--- config.mk ---
export PLATFORM = sky130hd
export DESIGN_NAME = ps2_note_decoder
export DESIGN_NICKNAME = d
export VERILOG_FILES = /design/src/rtl/ps2_note_pkg.sv /design/src/rtl/ps2_key_lut.sv /design/src/rtl/ps2_note_decoder.sv
export SDC_FILE = /design/constraint.sdc
export NUM_CORES = 1
export LEC_CHECK = 0
export BUFFER_PORTS_ARGS = -buffer_cell sky130_fd_sc_hd__buf_2
export CAP_MARGIN = 20
export CORE_UTILIZATION = 50
export DETAILED_ROUTE_END_ITERATION = 10
export HOLD_SLACK_MARGIN = 0.12
export MAX_ROUTING_LAYER = met4
export PLACE_DENSITY = 0.7
export SLEW_MARGIN = 20
export SYNTH_ARGS = -nofsm -noshare
export SYNTH_HDL_FRONTEND = slang
export SYNTH_SLANG_ARGS = --single-unit
export TNS_END_PERCENT = 100
--- constraint.sdc ---
create_clock -name iClock -period 3.6 [get_ports iClock]
set_clock_uncertainty 0.1 [all_clocks]
set_input_delay 0.72 -clock iClock [delete_from_list [all_inputs] [get_ports iClock]]
set_output_delay 0.72 -clock iClock [all_outputs]
set_load 0.01 [all_outputs]
--- src/rtl/ps2_note_pkg.sv ---
// Shared definitions for the PS/2 note decoder.
//   - PS/2 set-2 scancodes for the prefix bytes and every mapped key
//   - byte-FSM state encoding and key-class encoding
//   - key_info_t: the classified form of one scancode byte
//   - held_bit(): slot of a key in the 16-bit held bitmap
package ps2_note_pkg;

    localparam int NUM_NOTES = 12;

    // Prefix bytes
    localparam logic [7:0] SC_E0 = 8'hE0;
    localparam logic [7:0] SC_F0 = 8'hF0;

    // Note keys, in note-index order 0..11
    localparam logic [7:0] SC_A = 8'h1C;
    localparam logic [7:0] SC_W = 8'h1D;
    localparam logic [7:0] SC_S = 8'h1B;
    localparam logic [7:0] SC_E = 8'h24;
    localparam logic [7:0] SC_D = 8'h23;
    localparam logic [7:0] SC_F = 8'h2B;
    localparam logic [7:0] SC_T = 8'h2C;
    localparam logic [7:0] SC_G = 8'h34;
    localparam logic [7:0] SC_Y = 8'h35;
    localparam logic [7:0] SC_H = 8'h33;
    localparam logic [7:0] SC_U = 8'h3C;
    localparam logic [7:0] SC_J = 8'h3B;

    // Control keys
    localparam logic [7:0] SC_Z = 8'h1A;  // octave down
    localparam logic [7:0] SC_X = 8'h22;  // octave up
    localparam logic [7:0] SC_C = 8'h21;  // ADSR value down
    localparam logic [7:0] SC_V = 8'h2A;  // ADSR value up

    // Envelope-stage selector keys 1..5
    localparam logic [7:0] SC_1 = 8'h16;
    localparam logic [7:0] SC_2 = 8'h1E;
    localparam logic [7:0] SC_3 = 8'h26;
    localparam logic [7:0] SC_4 = 8'h25;
    localparam logic [7:0] SC_5 = 8'h2E;

    typedef enum logic [1:0] {
        ST_IDLE    = 2'd0,
        ST_BRK     = 2'd1,
        ST_EXT     = 2'd2,
        ST_EXT_BRK = 2'd3
    } state_t;

    typedef enum logic [2:0] {
        KC_NONE    = 3'd0,
        KC_NOTE    = 3'd1,
        KC_OCT_DN  = 3'd2,
        KC_OCT_UP  = 3'd3,
        KC_ADSR_DN = 3'd4,
        KC_ADSR_UP = 3'd5,
        KC_SEL     = 3'd6
    } key_class_t;

    typedef struct packed {
        key_class_t cls;
        logic [3:0] idx;  // note 0..11 or selector 0..4
    } key_info_t;

    // Notes occupy bitmap slots 0..11, the four controls slots 12..15.
    function automatic logic [3:0] held_bit(input key_info_t k);
        case (k.cls)
            KC_OCT_DN:  return 4'd12;
            KC_OCT_UP:  return 4'd13;
            KC_ADSR_DN: return 4'd14;
            KC_ADSR_UP: return 4'd15;
            default:    return k.idx;
        endcase
    endfunction

endpackage

--- src/rtl/ps2_key_lut.sv ---
// Combinational scancode classifier.
//   scancode : set-2 scancode byte (input, 8 bits)
//   key_info : {class, index}; index is the note 0..11 or selector 0..4,
//              class KC_NONE for any unmapped byte (output)
module ps2_key_lut
    import ps2_note_pkg::*;
(
    input  logic [7:0] scancode,
    output key_info_t  key_info
);

    always_comb begin
        // NOTE: a default before the case keeps this block free of inferred
        // latches; every unlisted byte falls through to KC_NONE.
        key_info = '{cls: KC_NONE, idx: 4'd0};
        case (scancode)
            SC_A: key_info = '{cls: KC_NOTE, idx: 4'd0};
            SC_W: key_info = '{cls: KC_NOTE, idx: 4'd1};
            SC_S: key_info = '{cls: KC_NOTE, idx: 4'd2};
            SC_E: key_info = '{cls: KC_NOTE, idx: 4'd3};
            SC_D: key_info = '{cls: KC_NOTE, idx: 4'd4};
            SC_F: key_info = '{cls: KC_NOTE, idx: 4'd5};
            SC_T: key_info = '{cls: KC_NOTE, idx: 4'd6};
            SC_G: key_info = '{cls: KC_NOTE, idx: 4'd7};
            SC_Y: key_info = '{cls: KC_NOTE, idx: 4'd8};
            SC_H: key_info = '{cls: KC_NOTE, idx: 4'd9};
            SC_U: key_info = '{cls: KC_NOTE, idx: 4'd10};
            SC_J: key_info = '{cls: KC_NOTE, idx: 4'd11};
            SC_Z: key_info = '{cls: KC_OCT_DN,  idx: 4'd0};
            SC_X: key_info = '{cls: KC_OCT_UP,  idx: 4'd0};
            SC_C: key_info = '{cls: KC_ADSR_DN, idx: 4'd0};
            SC_V: key_info = '{cls: KC_ADSR_UP, idx: 4'd0};
            SC_1: key_info = '{cls: KC_SEL, idx: 4'd0};
            SC_2: key_info = '{cls: KC_SEL, idx: 4'd1};
            SC_3: key_info = '{cls: KC_SEL, idx: 4'd2};
            SC_4: key_info = '{cls: KC_SEL, idx: 4'd3};
            SC_5: key_info = '{cls: KC_SEL, idx: 4'd4};
            default: ;
        endcase
    end

endmodule

--- src/rtl/ps2_note_decoder.sv ---
// PS/2 set-2 scancode to keyboard-synth control decoder.
// Monophonic, last-pressed priority, typematic repeats suppressed.
//   iClock, iReset        : clock, synchronous active-high reset
//   iByte, iByteValid     : scancode byte and its one-cycle strobe
//   oNote, oNoteIn        : current note index 0..11 and note-held level
//   oOctavePlusPlus/MinusMinus, oADSRPlusPlus/MinusMinus : 1-cycle pulses
//   oADSRSelector         : selected envelope stage 0..4
// All outputs update on the clock edge that samples iByteValid.
module ps2_note_decoder
    import ps2_note_pkg::*;
#(
    parameter int RETRIG_GAP = 1  // cycles oNoteIn stays low on retrigger, >= 1
)
(
    input  logic       iClock,
    input  logic       iReset,
    input  logic [7:0] iByte,
    input  logic       iByteValid,
    output logic [3:0] oNote,
    output logic       oNoteIn,
    output logic       oOctavePlusPlus,
    output logic       oOctaveMinusMinus,
    output logic       oADSRPlusPlus,
    output logic       oADSRMinusMinus,
    output logic [2:0] oADSRSelector
);

    localparam int               GAP_W    = $clog2(RETRIG_GAP + 1);
    localparam logic [GAP_W-1:0] GAP_LOAD = GAP_W'(RETRIG_GAP);
    localparam logic [GAP_W-1:0] GAP_ONE  = GAP_W'(1);

    state_t           state, state_next;
    logic             make_evt, break_evt;
    key_info_t        key_info;
    logic [3:0]       key_bit;
    logic             tracked, was_held, gap_busy;
    logic [15:0]      held;
    logic [GAP_W-1:0] gap_cnt;

    ps2_key_lut u_lut (
        .scancode (iByte),
        .key_info (key_info)
    );

    assign key_bit  = held_bit(key_info);
    assign tracked  = key_info.cls inside {KC_NOTE, KC_OCT_DN, KC_OCT_UP,
                                           KC_ADSR_DN, KC_ADSR_UP};
    assign was_held = held[key_bit];
    assign gap_busy = (gap_cnt != '0);

    // Byte FSM: state register
    always_ff @(posedge iClock) begin
        // NOTE: sequential state uses non-blocking assignments so every
        // register samples pre-edge values regardless of block order.
        if (iReset) state <= ST_IDLE;
        else        state <= state_next;
    end

    // Byte FSM: next state and make/break event decode
    always_comb begin
        state_next = state;
        make_evt   = 1'b0;
        break_evt  = 1'b0;
        if (iByteValid) begin
            case (state)
                ST_IDLE: begin
                    if (iByte == SC_E0)      state_next = ST_EXT;
                    else if (iByte == SC_F0) state_next = ST_BRK;
                    else                     make_evt   = 1'b1;
                end
                ST_BRK: begin
                    break_evt  = 1'b1;
                    state_next = ST_IDLE;
                end
                ST_EXT:  state_next = (iByte == SC_F0) ? ST_EXT_BRK : ST_IDLE;
                default: state_next = ST_IDLE;  // ST_EXT_BRK: byte ignored
            endcase
        end
    end

    // Held bitmap, note/gap tracking and control outputs
    always_ff @(posedge iClock) begin
        if (iReset) begin
            held              <= '0;
            gap_cnt           <= '0;
            oNote             <= '0;
            oNoteIn           <= 1'b0;
            oOctavePlusPlus   <= 1'b0;
            oOctaveMinusMinus <= 1'b0;
            oADSRPlusPlus     <= 1'b0;
            oADSRMinusMinus   <= 1'b0;
            oADSRSelector     <= '0;
        end else begin
            oOctavePlusPlus   <= 1'b0;
            oOctaveMinusMinus <= 1'b0;
            oADSRPlusPlus     <= 1'b0;
            oADSRMinusMinus   <= 1'b0;

            // Gap countdown sits first: a byte action below that touches
            // oNoteIn or gap_cnt overrides the reassertion in the same cycle.
            if (gap_busy) begin
                gap_cnt <= gap_cnt - GAP_ONE;
                if (gap_cnt == GAP_ONE) oNoteIn <= 1'b1;
            end

            if (tracked && make_evt)  held[key_bit] <= 1'b1;
            if (tracked && break_evt) held[key_bit] <= 1'b0;

            if (make_evt) begin
                case (key_info.cls)
                    KC_NOTE: begin
                        if (!was_held) begin
                            oNote <= key_info.idx;
                            // A pending gap counts as sounding, so a new key
                            // during the gap reloads it rather than cutting it.
                            if (oNoteIn || gap_busy) begin
                                oNoteIn <= 1'b0;
                                gap_cnt <= GAP_LOAD;
                            end else begin
                                oNoteIn <= 1'b1;
                            end
                        end
                    end
                    KC_OCT_DN:  if (!was_held) oOctaveMinusMinus <= 1'b1;
                    KC_OCT_UP:  if (!was_held) oOctavePlusPlus   <= 1'b1;
                    KC_ADSR_DN: if (!was_held) oADSRMinusMinus   <= 1'b1;
                    KC_ADSR_UP: if (!was_held) oADSRPlusPlus     <= 1'b1;
                    KC_SEL:     oADSRSelector <= key_info.idx[2:0];
                    default: ;
                endcase
            end

            // Releasing the sounding note silences it and cancels any gap;
            // releasing any other note only clears its held bit.
            if (break_evt && key_info.cls == KC_NOTE && key_info.idx == oNote) begin
                oNoteIn <= 1'b0;
                gap_cnt <= '0;
            end
        end
    end

endmodule

==> results.txt <==
Status -> finished clean
TritonCTS Buffers -> 5
Seq pwr share -> 43.6%
Setup TNS after final layout -> 0 ps
Syn_nets -> 253
Crit-path cells -> buf_2 -> or4b_1 -> a21o_1 -> a21oi_4 -> nor2_2 -> and4_4 -> a311oi_2 -> nand2_1 -> a221oi_1
Required time at the worst-slack endpoint -> 3680 ps
Switching Share -> 24.2%
Largest net degree at the start of global routing -> 29
Hold Path Stages -> 2
Pwr/cell area -> 336 nW/µm²
Setup bufs post-CTS -> 0
Netlist cell types -> 61
# hold bufs at CTS -> 0
Die Y -> 65.9 µm
DP Cell Count -> 309
Worst IR drop on VDD -> 0.463 mV
# rows -> 22
Delay-heaviest family, CP -> simple AND/OR/NAND/NOR gates
Global-route wire length before repair -> 8790 µm
Worst Setup End Kind -> flip-flop
DRT Wirelength -> 5250 µm
Post-Layout Cell Count -> 317
Fin crit share -> 83.7%
Fmax -> 332 MHz
Internal power -> 0.000601 W
Clk buf depth -> 2
Post-CTS resize count -> 0
Synth Instances -> 242
Post-Syn Area -> 2040 µm²
Final hold vios -> 0
DIE WIDTH -> 65.9 µm
Via count of the routed design -> 1966
Crit Path Category -> primary input to flip-flop
Worst Max-Slew Pin Slew -> 720 ps
GRT Resource Usage Total -> 27.6%
Asr flop ratio synth -> 0%
Area added between synthesis and finish -> 15.2%
Reg clk slew, reported paths -> 70 ps
Arrival time worst endpoint -> 3090 ps
Initial Util -> 53.8%
Ys flop type -> dfxtp_1
Die area -> 4350 µm²
Nets -> 279
Slowest cell on the critical path -> or4b_1
Layout Utilization -> 62.0%
GP Congestion -> 0.989
DRC Markers -> 0
Post-DRT Antenna Nets -> 0
Remaining global-route overflow -> 0
Number of synthesized flops with an enable pin -> 0
Relative slew slack -> 51.5%
Max Slew Vio Count -> 0
Clock Power Share -> 44.7%
CP max stage delay -> 690 ps
Min Tclk post-route -> 3010 ps
Worst Path Max Fanout -> 15
Final setup vio count -> 0
Seq/Total Area, Yosys -> 30.4%
WL per Instance -> 16.6 µm
RSZ-0062 raised after global routing -> no
Setup WS pre-CTS -> 309 ps
First DRT Iteration DRCs -> 159
Fin worst setup slack -> 587 ps
H-tree depth -> 2
I/O Buffers -> 22
Core area -> 3800 µm²
Ports -> 23
Max_cap viols -> 0
Clk sinks -> 31
Worst hold path class -> flip-flop to flip-flop
Leakage -> 0.887 nW
Psw -> 0.000192 W
Worst setup SP type -> primary input
Vias per inst -> 6.20
Synth Register Bits -> 31
WP buf/inv -> 1
Worst path depth -> 9
Vias in the first global route -> 1758
Ant diodes -> 0
Syn Area/Cell -> 8.45 µm²
DP Wirelength -> 3850 µm
CTS tree -> yes
Logic pwr share -> 11.7%
Clk_lat worst skew -> 280 ps
Clk root buf -> clkbuf_8
Initial antenna violation count -> 0
Drt first pass iters -> 4
R2R depth -> 5
Layout cells sized above 1 -> 23.8%
Yosys warning count -> 0
## layout make-up
| cell class | instances | area (µm²) |
|---|---|---|
| tap | 48 | 60.1 |
| timing repair buffer | 35 | 208 |
| sequential | 31 | 621 |
| fill | 320 | 1440 |
| multi-input combinational | 188 | 1320 |
| inverter | 7 | 26.3 |
| clock buffer | 6 | 82.6 |
| clock inverter | 2 | 35.0 |
## flip-flops by register name (all words and copies together) (netlist names)
register,flops
gap_busy,1
held,16
oADSRMinusMinus,1
oADSRPlusPlus,1
oADSRSelector,3
oNote,4
oNoteIn,1
oOctaveMinusMinus,1
oOctavePlusPlus,1
state,2
## cell usage after synthesis (4+ instances only)
library cell | n | share of area [%]
a21oi_1 | 15 | 3.7
nand2_1 | 12 | 2.2
a31oi_1 | 10 | 3.1
mux2i_1 | 6 | 2.9
nand2b_1 | 8 | 2.4
and3_1 | 8 | 2.4
nor2_1 | 24 | 4.4
nor2b_1 | 8 | 2.4
inv_1 | 7 | 1.3
a311oi_1 | 8 | 3.4
o21ai_0 | 7 | 1.7
dfxtp_1 | 31 | 30
nand3_1 | 8 | 2.0
a211oi_1 | 8 | 2.9
nor3_1 | 4 | 0.98
clkbuf_1 | 7 | 1.3
buf_2 | 8 | 2.0
## stage by stage
step	total power [W]	hold slack [ps]	cell area (µm²)
4_1_cts	0.000796	358	2360
6_report	0.000792	356	2360
3_3_place_gp	0.000444	345	2240
3_5_place_dp	0.000444	347	2240
2_1_floorplan	0.000415	340	2040
5_1_grt	0.000829	373	2360
## kinds of logic (layout without fill, tap and decap cells)
| kind of cell | count (synthesis) | after routing | synth area share, % |
|---|---|---|---|
| buffers and inverters | 23 | 50 | 4.90 |
| and+or+nand+nor | 99 | 99 | 28.4 |
| muxes | 9 | 9 | 5.32 |
| xor gates and xnor gates | 4 | 4 | 1.71 |
| DFF | 31 | 31 | 30.4 |
| AOI/OAI and AO/OA | 76 | 76 | 29.3 |
## placed cells by master, fill, tap and decap left out, types with 3 or more instances in the layout
cell type	count
clkbuf_8	6
a21oi_1	15
and3_1	8
a211oi_1	8
nor2_1	24
nor2b_1	8
a311oi_1	8
nand3_1	8
xnor2_1	3
buf_4	13
nand2b_1	8
dfxtp_1	31
nand2_1	12
inv_1	7
o21ai_0	7
a31oi_1	10
nand4_1	3
nor3_1	4
a221oi_1	3
buf_2	22
mux2i_1	6
## routing by layer
layer / up-vias / GRT usage [%] / part of all wire (%) / wire length (µm)
li1: 972 / - / - / -
met1: 914 / 37.3 / 45 / 2380
met2: 75 / 40.9 / 47 / 2450
met3: 5 / 6.38 / 7.3 / 385
met4: 0 / 8.24 / 0.74 / 39
met5: - / - / 0 / 0
## final timing paths
kind	from	to	slack (ps)
setup / recovery	iByte[4]	oNote[2]	590
hold / removal	oADSRSelector[1]	oADSRSelector[1]	360
setup reg to reg	state[0]	oNote[2]	1380
hold reg to reg	oADSRSelector[1]	oADSRSelector[1]	360
## tightest hold or removal path, cell delays in order, from the launching register on
cell and delay [ps]:
dfxtp_1 310, nand2_1 50, a21oi_1 50
## power groups by stage
stage          registers [W]  clock network, W  logic (W)
6_report            0.000345          0.000354  0.0000929
5_1_grt             0.000345          0.000382   0.000102
4_1_cts             0.000345          0.000360  0.0000913
3_5_place_dp        0.000353                 0  0.0000909
3_3_place_gp        0.000353                 0  0.0000907
2_1_floorplan       0.000353                 0  0.0000621
Note: power is estimated with default switching activity, not from simulation.
